==> config.mk <==
export PLATFORM = sky130hd
export DESIGN_NAME = ase_beat_fifo
export DESIGN_NICKNAME = d
export VERILOG_FILES = /design/src/rtl/ase_beat_fifo.sv
export SDC_FILE = /design/constraint.sdc
export NUM_CORES = 1
export LEC_CHECK = 0
export BUFFER_PORTS_ARGS = -buffer_cell sky130_fd_sc_hd__buf_2
export CAP_MARGIN = 0
export CORE_ASPECT_RATIO = 0.7
export CORE_MARGIN = 4
export CORE_UTILIZATION = 48
export DETAILED_ROUTE_END_ITERATION = 6
export MAX_ROUTING_LAYER = met4
export SLEW_MARGIN = 25
export SYNTH_ARGS = -nofsm -noshare
export SYNTH_HDL_FRONTEND = slang
export SYNTH_SLANG_ARGS = --single-unit
==> constraint.sdc <==
create_clock -name clk -period 3.9 [get_ports clk]
set_clock_uncertainty 0.15 [all_clocks]
set_input_delay 0.39 -clock clk [delete_from_list [all_inputs] [get_ports clk]]
set_output_delay 0.39 -clock clk [all_outputs]
set_load 0.1 [all_outputs]
==> src/rtl/ase_beat_fifo.sv <==
// Power-of-two synchronous FIFO with show-ahead read data and occupancy count.
module ase_beat_fifo #(
    parameter int unsigned WIDTH = 8,
    parameter int unsigned DEPTH = 16,
    localparam int unsigned AW   = $clog2(DEPTH),
    localparam int unsigned CW   = AW + 1
) (
    input  logic             clk,
    input  logic             rst,
    input  logic             push,
    input  logic [WIDTH-1:0] wdata,
    input  logic             pop,
    output logic [WIDTH-1:0] rdata,
    output logic [CW-1:0]    count,
    output logic             empty
);

    logic [WIDTH-1:0] mem [DEPTH];
    logic [AW-1:0]    wr_ptr_q, rd_ptr_q;
    logic [CW-1:0]    count_q;
    logic             full, wr_en, rd_en;

    assign full  = count_q == CW'(DEPTH);
    assign empty = count_q == '0;
    // A pop frees the head slot in the same cycle, so push on full is legal then.
    assign wr_en = push && (!full || pop);
    assign rd_en = pop && !empty;
    assign rdata = mem[rd_ptr_q];
    assign count = count_q;

    always_ff @(posedge clk) begin
        if (wr_en) mem[wr_ptr_q] <= wdata;
    end

    always_ff @(posedge clk) begin
        if (rst) begin
            wr_ptr_q <= '0;
            rd_ptr_q <= '0;
            count_q  <= '0;
        end else begin
            if (wr_en) wr_ptr_q <= wr_ptr_q + 1'b1;
            if (rd_en) rd_ptr_q <= rd_ptr_q + 1'b1;
            if (wr_en && !rd_en)      count_q <= count_q + 1'b1;
            else if (!wr_en && rd_en) count_q <= count_q - 1'b1;
        end
    end

endmodule

==> impl_metrics.toml <==
[status]
outcome = "complete, no violations"

[place]
place_congestion = 0.746
dp_hpwl_mm = 7.29
io_buffers = 25
dpl.cell_count = 482

[synthesis]
synth.most_common_cell = "edfxtp_1"
synth_compound_gate_area_share = 0.0401
synth_top_family_by_area = "multiplexers"
yosysTopAreaCell = "edfxtp_1"
synth_adder_area_share = 0.0230
async_flop_share = 0
synth.distinct_cells = 38
synth_seq_cells = 145
synth_common_cells = "128 x edfxtp_1, 32 x mux4_2, 29 x nor2_1, 17 x dfxtp_1, 16 x a22oi_1"
muxShareOfSynthArea = 0.130
syn-num-nets = 332
synth_edf_count = 128
syn-instance-count = 310
syn_avg_cell_area_um2 = 18.6
synthesis.area_um2 = 5780
ys.flop_type = "edfxtp_1"
synthXorXnorAreaFrac = 0.0121
yosys-top-cells-area = "edfxtp_1 67%, mux4_2 12%, dfxtp_1 5.9%, a22oi_1 2.1%, ha_1 1.9%"
synth-seq-area-share = 0.724
synth.top_cell.area_share = 0.665
yosys_warnings = 0
synthSimpleGateAreaFrac = 0.0539

[floorplan]
die-area_um2 = 13900
dieWidth_um = 139
dieHeight_um = 99.8
rows = 33
num_io_pins = 26
core_um2 = 11700
initial_core_util = 0.493

[routing]
drc = 0
post_drt_wl_per_cell_um = 21.3
drtPass1Iterations = 4
drt_wl_total_mm = 11.0
vias = 2865
viasPerCell = 5.57
dr.first_iter.drc_count = 207
ant_nets = 0

[timing]
whs_ns = 0.208
fin_crit_sh = 0.790
finalCriticalPeriod_ns = 3.08
slew_violations = 0
max_freq_mhz = 325
slew_headroom = 0.335
setup_viol_count_final = 0
hold_viol = 0
rsz0062_at_grt = "false"
setup-tns-final_ns = 0
worstMarginPinSlew_ns = 0.993

[critical_path]
required_ns = 3.36
endpoint_kind = "primary output"
reg2reg_from = "count[0]$_SDFFE_PP0P_"
crit_path_max_fanout = 17
start_kind = "register"
crit_arrival_ns = 2.54
critPathKind = "register to primary output"

[clock_network]
cts-htree-levels = 4
postCtsHoldBufs = 0
clockBufferDepth = 2
cts_setup_buffers = 0
clk-insertion-delay-late_ns = 0.40
post_cts_resized = 0
cts_root_buf = "clkbuf_16"
cts-buffers-inserted = 17
clock-sinks = 145
cts.clk_slew.worst_paths_ns = 0.06
cts_tree = "yes"

[global_routing]
grt_pass1_vias = 2950
met3_usage = 0.0510
grt_util_met1 = 0.250
grt_remaining_overflow = 0
grt_usage = 0.174
grt_busiest_layer = "met1"
grt_pass1_wl_mm = 17.2
grt_start_max_net_pins = 33
grt_antenna_before_repair = 0
grt_use_met2 = 0.249

[power_and_ir_drop]
powerDensity_nw_per_um2 = 719
peakVddDrop_mv = 0.707
power_leakage_nw = 2.22

[run]
maxCapViolCount = 0

[min_path]
hold_class = "input pin to register"
holdCritStartpoint = "rst"

[layout]
fillers = 900
layout.cells.non_filler = 514
diodes = 0
final_nets = 366
drive_above_1_share = 0.297
syn_to_final_growth_pct = 15.4
## area by class of cell
cell class | instances | area (µm²) | area share
Clock buffer | 18 | 429 | 0.0644
Inverter | 4 | 15.0 | 0.00225
Sequential cell | 145 | 4190 | 0.628
Clock inverter | 14 | 158 | 0.0237
Multi-Input combinational cell | 145 | 1500 | 0.225
Timing Repair Buffer | 31 | 183 | 0.0274
Tap cell | 157 | 196 | 0.0295
## through the flow
step	area [µm²]	util	power, mW	worst slack, ns
floorplan	5780	-	3.01	0.555
global placement	6080	0.518	3.25	0.919
detailed placement	6080	0.518	3.26	0.890
CTS	6660	0.568	4.84	0.749
global route	6660	0.568	5.00	0.599
finish	6660	0.568	4.79	0.819
## state kept, by name, summed over array words and instances (netlist names), named ones only
signal / cells
count: 5
mem: 128
rd_ptr_q: 4
wr_ptr_q: 4
## final timing paths
path	endpoint	slack, ns	cells past startpoint
min	register	0.21	2
max reg2reg	count[4]$_SDFFE_PP0P_	0.87	10
min reg2reg	wr_ptr_q[1]$_SDFFE_PP0P_	0.37	2
max	rdata[4]	0.82	5
## per-layer routing
metal	part of all wire	wire length, µm
met5	0	0
met3	0.070	767
met1	0.47	5160
met4	0.0031	34
met2	0.46	5000
## report_power, final
| group | switching, mW | leakage, nW | total (mW) | internal, mW |
|---|---|---|---|---|
| logic | 0.901 | 0.649 | 1.36 | 0.457 |
| registers | 0.0939 | 1.30 | 1.85 | 1.76 |
| clock network | 0.629 | 0.278 | 1.58 | 0.952 |
## logic make-up (layout without fill, tap and decap cells)
family	count (synthesis)	after routing
mux	35	35
buf+inv	20	67
xor+xnor	8	8
fa+ha+maj	10	10
simple gates	63	63
compound gates	29	29
flops	145	145
## layout by cell type, fill, tap and decap left out, types with 4 or more instances in the layout
| cell | instances |
|---|---|
| mux4_2 | 32 |
| buf_4 | 5 |
| clkinv_4 | 4 |
| edfxtp_1 | 128 |
| clkbuf_16 | 17 |
| buf_2 | 25 |
| a22oi_1 | 16 |
| nor3_1 | 4 |
| inv_6 | 4 |
| inv_1 | 4 |
| xor2_1 | 6 |
| nor2_1 | 29 |
| a21oi_1 | 4 |
| nand2_1 | 11 |
| dfxtp_1 | 16 |
| ha_1 | 9 |
## critical path, stage by stage (launching register included)
cell and delay, ns:
dfxtp_2 0.72, buf_12 0.27, mux4_2 0.51, a22oi_1 0.25, nand2_1 0.08, buf_2 0.30
Note: power is estimated with default switching activity, not from simulation.
